==> config.mk <==
export PLATFORM = sky130hd
export DESIGN_NAME = uart_tx_ctrl
export DESIGN_NICKNAME = d
export VERILOG_FILES = /design/src/rtl/uart_tx_ctrl.sv
export SDC_FILE = /design/constraint.sdc
export NUM_CORES = 1
export LEC_CHECK = 0
export CAP_MARGIN = 25
export CORE_ASPECT_RATIO = 1.5
export CORE_MARGIN = 2
export CORE_UTILIZATION = 65
export CTS_BUF_LIST = sky130_fd_sc_hd__clkbuf_8
export CTS_CLUSTER_SIZE = 30
export DETAILED_ROUTE_END_ITERATION = 8
export DONT_BUFFER_PORTS = 1
export PLACE_DENSITY = 0.81
export SYNTH_ARGS = -nofsm -noshare
export SYNTH_HDL_FRONTEND = slang
export SYNTH_SLANG_ARGS = --single-unit
==> constraint.sdc <==
create_clock -name clk -period 2.7 [get_ports clk]
set_clock_uncertainty 0.2 [all_clocks]
set_input_delay 0.405 -clock clk [delete_from_list [all_inputs] [get_ports clk]]
set_output_delay 0.405 -clock clk [all_outputs]
set_load 0.01 [all_outputs]
==> src/rtl/uart_tx_ctrl.sv <==
// uart_tx_ctrl
//
// Purpose:
//   Drains the UART transmit FIFO and serialises each word onto the tx pin as
//   a start bit (0), DATA_WIDTH data bits sent LSB first, an optional
//   even-parity bit, and a stop bit (1). Each bit lasts CLKS_PER_BIT cycles.
//   The controller owns the FIFO read handshake, so software only needs to
//   write words into the FIFO.
//
// Optional feature:
//   Define UART_TX_PARITY_EN to add a PARITY state between DATA and STOP.
//   That state drives the even-parity bit, which is the XOR of all data bits.
//   With the macro undefined, DATA goes straight to STOP and no parity logic
//   is built.
//
// Ports:
//   clk           - single clock; all state changes on its rising edge
//   rst           - asynchronous, active-low reset
//   enable        - permits a new frame to start; an in-flight frame always
//                   completes
//   fifo_data_out - FIFO read data, valid the cycle after fifo_read_en
//   fifo_empty    - FIFO empty flag
//   fifo_read_en  - FIFO pop strobe, high for the single FETCH cycle
//   tx            - registered serial output, idles high
//   busy          - high in every state except IDLE

module uart_tx_ctrl #(
    parameter int DATA_WIDTH   = 8,
    parameter int CLKS_PER_BIT = 868
) (
    input  logic                  clk,
    input  logic                  rst,
    input  logic                  enable,
    input  logic [DATA_WIDTH-1:0] fifo_data_out,
    input  logic                  fifo_empty,
    output logic                  fifo_read_en,
    output logic                  tx,
    output logic                  busy
);

    localparam int CNT_W = $clog2(CLKS_PER_BIT);
    localparam int IDX_W = (DATA_WIDTH > 1) ? $clog2(DATA_WIDTH) : 1;
    localparam logic [CNT_W-1:0] BAUD_LAST = CNT_W'(CLKS_PER_BIT - 1);
    localparam logic [IDX_W-1:0] IDX_LAST  = IDX_W'(DATA_WIDTH - 1);

    typedef enum logic [2:0] {
        IDLE,
        FETCH,
        LOAD,
        START,
        DATA,
`ifdef UART_TX_PARITY_EN
        PARITY,
`endif
        STOP
    } state_t;

    state_t                state_q, state_d;
    logic [DATA_WIDTH-1:0] shift_q, shift_d;
    logic [CNT_W-1:0]      baud_q,  baud_d;
    logic [IDX_W-1:0]      idx_q,   idx_d;
    logic                  tx_q,    tx_d;
    logic                  baud_last;
`ifdef UART_TX_PARITY_EN
    logic                  parity_q, parity_d;
`endif

    // State register. The async reset drops tx high at once and discards any
    // word that has already been popped.
    always_ff @(posedge clk or negedge rst) begin
        if (!rst) begin
            state_q  <= IDLE;
            shift_q  <= '0;
            baud_q   <= '0;
            idx_q    <= '0;
            tx_q     <= 1'b1;
`ifdef UART_TX_PARITY_EN
            parity_q <= 1'b0;
`endif
        end else begin
            state_q  <= state_d;
            shift_q  <= shift_d;
            baud_q   <= baud_d;
            idx_q    <= idx_d;
            tx_q     <= tx_d;
`ifdef UART_TX_PARITY_EN
            parity_q <= parity_d;
`endif
        end
    end

    always_comb begin
        state_d      = state_q;
        shift_d      = shift_q;
        baud_d       = baud_q;
        idx_d        = idx_q;
`ifdef UART_TX_PARITY_EN
        parity_d     = parity_q;
`endif
        fifo_read_en = 1'b0;
        baud_last    = (baud_q == BAUD_LAST);

        case (state_q)
            IDLE: begin
                if (enable && !fifo_empty) begin
                    state_d = FETCH;
                end
            end

            FETCH: begin
                // The empty check keeps the strobe legal even if the FIFO
                // were drained by someone else between IDLE and FETCH.
                if (!fifo_empty) begin
                    fifo_read_en = 1'b1;
                    state_d      = LOAD;
                end else begin
                    state_d = IDLE;
                end
            end

            LOAD: begin
                shift_d  = fifo_data_out;
                baud_d   = '0;
                idx_d    = '0;
`ifdef UART_TX_PARITY_EN
                // Latch parity now, because the shift register is consumed
                // by the time the parity bit is sent.
                parity_d = ^fifo_data_out;
`endif
                state_d  = START;
            end

            START: begin
                if (baud_last) begin
                    baud_d  = '0;
                    state_d = DATA;
                end else begin
                    baud_d = baud_q + 1'b1;
                end
            end

            DATA: begin
                if (baud_last) begin
                    baud_d = '0;
                    if (idx_q == IDX_LAST) begin
`ifdef UART_TX_PARITY_EN
                        state_d = PARITY;
`else
                        state_d = STOP;
`endif
                    end else begin
                        idx_d   = idx_q + 1'b1;
                        shift_d = shift_q >> 1;
                    end
                end else begin
                    baud_d = baud_q + 1'b1;
                end
            end

`ifdef UART_TX_PARITY_EN
            PARITY: begin
                if (baud_last) begin
                    baud_d  = '0;
                    state_d = STOP;
                end else begin
                    baud_d = baud_q + 1'b1;
                end
            end
`endif

            STOP: begin
                if (baud_last) begin
                    baud_d  = '0;
                    state_d = IDLE;
                end else begin
                    baud_d = baud_q + 1'b1;
                end
            end

            default: begin
                state_d = IDLE;
            end
        endcase

        // tx is registered, so it is derived from the state being entered.
        // This makes the pin change on the same edge as the state.
        case (state_d)
            START:   tx_d = 1'b0;
            DATA:    tx_d = shift_d[0];
`ifdef UART_TX_PARITY_EN
            PARITY:  tx_d = parity_d;
`endif
            default: tx_d = 1'b1;
        endcase
    end

    assign tx   = tx_q;
    assign busy = (state_q != IDLE);

endmodule

==> run_results.csv <==
group,metric,value,unit
synthesis,synthSimpleGateAreaFrac,24.9,%
layout,diodes,0,
routing,drc_errors,0,
critical_path,critPathKind,"flop to flop",
critical_path,cp_common_cell,"ha_1",
place,port-buffer-count,0,
routing,drt_iter0_markers,29,
layout,final_common_cell,"dfrtp_1",
synthesis,synth_adder_area_share,2.80,%
routing,wire_per_inst,16.1,µm
sta,rsz0062_at_grt,"no",
synthesis,yosysUniqueCellTypes,41,
routing,viasPerCell,6.29,
critical_path,timing.rr.start,"idx_q[0]$_DFFE_PN0P_",
routing,routed_wl,2600,µm
global_routing,grt_max_degree,26,
min_path,hp-class,"input port to flop",
synthesis,avgSynthCellArea,10.0,µm²
synthesis,synth.mux.area_fraction,2.33,%
cts,cts.clk_slew.worst_paths,0.09,ns
synthesis,synth_ff_type,"dfrtp_1",
global_routing,grt_pass1_wl,4080,µm
floorplanning,fp.dieW,41.1,µm
cts,clockRootBuffer,"clkbuf_8",
sta,holdWs,0.0617,ns
cts,clock_sinks,25,
critical_path,crit_start,"idx_q[0]$_DFFE_PN0P_",
min_path,hold_path_end,"shift_q[7]$_DFFE_PN0P_",
sta,finalSetupViolCount,0,
layout,multi_input_area,684,µm²
place,place_inst,155,
critical_path,reg2reg_depth,7,
floorplanning,ios,15,
synthesis,post_synth_inst_count,134,
floorplanning,die_area,2450,µm²
global_routing,grt_use_total,25.1,%
cts,post-cts-setup-buffers,0,
min_path,hold_start,"fifo_data_out[7]",
cts,cts_tree,"yes",
synthesis,syn_area,1340,µm²
floorplanning,die_h,59.7,µm
synthesis,ys_seq_area_share,46.7,%
power_and_ir_drop,leakagePower,0.645,nW
place,globalplace.congestion,0.794,
floorplanning,placeableCoreArea,2000,µm²
sta,slew_headroom,54.8,%
critical_path,ff2ff_setup_slack,0.32,ns
cts,insertion_delay,0.27,ns
layout,drive_gt1_share,12.9,%
run_status,status,"finished clean",
routing,vias,1013,
layout,fin_nets,155,
synthesis,synth_compound_area_share,17.7,%
floorplanning,fp-row-count,20,
critical_path,worstPathCellList,"ha_1 > ha_1 > or4_4 > nor4_4 > mux2i_1 > o31ai_2 > a21oi_1",
synthesis,synth_edf_count,0,
cts,htreeDepth,1,
sta,fmax,420,MHz
critical_path,worstReg2RegEnd,"tx$_DFF_PN1_",
synthesis,synth_xor_area_share,3.26,%
place,place_ws,0.339,ns
layout,final_cell_mix,"dfrtp_1 (24), nand2_1 (19), o21ai_0 (14)",
cts,numCtsBuffers,3,
synthesis,syn-num-nets,149,
critical_path,crit_path_start_kind,"flop",
critical_path,worstPathMaxFanout,4,
global_routing,grt_overflow,0,
critical_path,cp-end-kind,"flop",
critical_path,cp_slowest_cell,"or4_4",
floorplanning,floorplan.initialDensity,67.1,%
power_and_ir_drop,peakVddDrop,0.495,mV
place,dpl.hpwl,1920,µm
layout,fillers,159,
sta,hold_viol,0,
critical_path,crit_required,2.71,ns
sta,fin_crit,2.38,ns
routing,drt_pre_antenna_iters,4,
synthesis,synth-async-reset-ratio,100,%
min_path,holdPathStages,2,
routing,ant_nets,0,
global_routing,grt_pass1_vias,961,
layout,syn_to_final_growth,6.99,%
sta,period_share,88.3,%
synthesis,ys_warn_count,0,
critical_path,critical_path.max_stage_delay,0.53,ns
global_routing,antenna_found_initial,0,
critical_path,cp_data_arrival_time,2.39,ns
layout,fin_cells,161,
power_and_ir_drop,power.density,806,nW/µm²
sta,fin_tns_setup,0,ns
layout,seqCellArea,627,µm²
cts,cts_max_path_buffers,2,
synthesis,synth_top_family_by_area,"simple AND/OR/NAND/NOR gates",
sta,setup_slack,0.317,ns
synthesis,synth-seq-cells,25,
sta,worst_slew_pin_slew,0.668,ns
sta,slew_violations,0,
job,cap_viol_max_count,0,
==> how the worst max path moves through the flow <==
stage	end	depth (start not counted)	slack, ns
after floorplan	tx$_DFF_PN1_	7	0.27
after global placement	tx$_DFF_PN1_	7	0.40
after detailed placement	tx$_DFF_PN1_	7	0.34
after CTS	tx$_DFF_PN1_	7	0.32
after global routing	tx$_DFF_PN1_	7	0.19
final	tx$_DFF_PN1_	7	0.32
==> sequential cells by signal, indices dropped and copies added, names as in the netlist <==
signal / flops
baud_q: 10
idx_q: 3
shift_q: 8
state_q: 3
tx: 1
==> final cells by class <==
| type | count | share of cell area, % |
|---|---|---|
| multi-input combinational | 104 | 47.6 |
| timing repair buffer | 5 | 3.31 |
| sequential | 25 | 43.6 |
| tap | 22 | 1.92 |
| inverter | 1 | 0.261 |
| clock buffer | 3 | 2.87 |
| clock inverter | 1 | 0.348 |
==> cells by family after synthesis <==
kind of cell,count (synthesis)
compound gates,35
fa+ha+maj,3
flops,25
simple gates,58
mux,3
buf+inv,5
xor+xnor,5
==> stage by stage <==
step / instance area (µm²) / power (mW) / util (%)
2_1_floorplan: 1340 / 0.857 / -
3_3_place_gp: 1370 / 0.912 / 68.2
3_5_place_dp: 1370 / 0.935 / 68.2
4_1_cts: 1420 / 1.16 / 71.0
5_1_grt: 1440 / 1.25 / 71.8
6_report: 1440 / 1.16 / 71.8
==> synth_stat cells (2+ instances only) <==
cell	instances	share of area, %
a21oi_1	4	1.5
a21o_1	7	3.9
xnor2_1	2	1.3
ha_1	3	2.8
nor2_1	11	3.1
or3_1	3	1.4
a22o_1	7	4.6
and3_1	2	0.93
nand4_1	2	0.93
nor2b_1	3	1.4
o21ai_0	14	5.2
nand2_1	19	5.3
mux2i_1	2	1.5
nand3_1	2	0.75
dfrtp_1	24	45
nand2b_1	2	0.93
xor2_1	3	2.0
==> worst max-delay path: cells and delay by family, from the launching register on <==
family | cells | cell delay, ns
AOI/OAI and AO/OA | 2 | 0.23
adders and majority gates | 2 | 0.43
DFF | 1 | 0.40
muxes | 1 | 0.34
and+or+nand+nor | 2 | 0.72
==> timing repair <==
item                                    CTS  global route
resized for setup                         0             0
hold buffers                              1             0
endpoints found under the setup margin    0             0
endpoints found under the hold margin    25             0
==> report_power, final <==
group          total [mW]  internal (mW)  switching [mW]
Clock               0.222          0.103           0.119
Combinational       0.381          0.171           0.209
Sequential          0.555          0.473          0.0826
==> layer usage <==
layer  global-route usage (%)  up-vias  routed length (µm)
li1                         -      491                   -
met1                     27.6      506                1050
met2                     43.3       12                1410
met3                     4.46        4                  63
met4                     12.4        0                  64
met5                        0        -                   0
(Power assumes the default switching activity.)
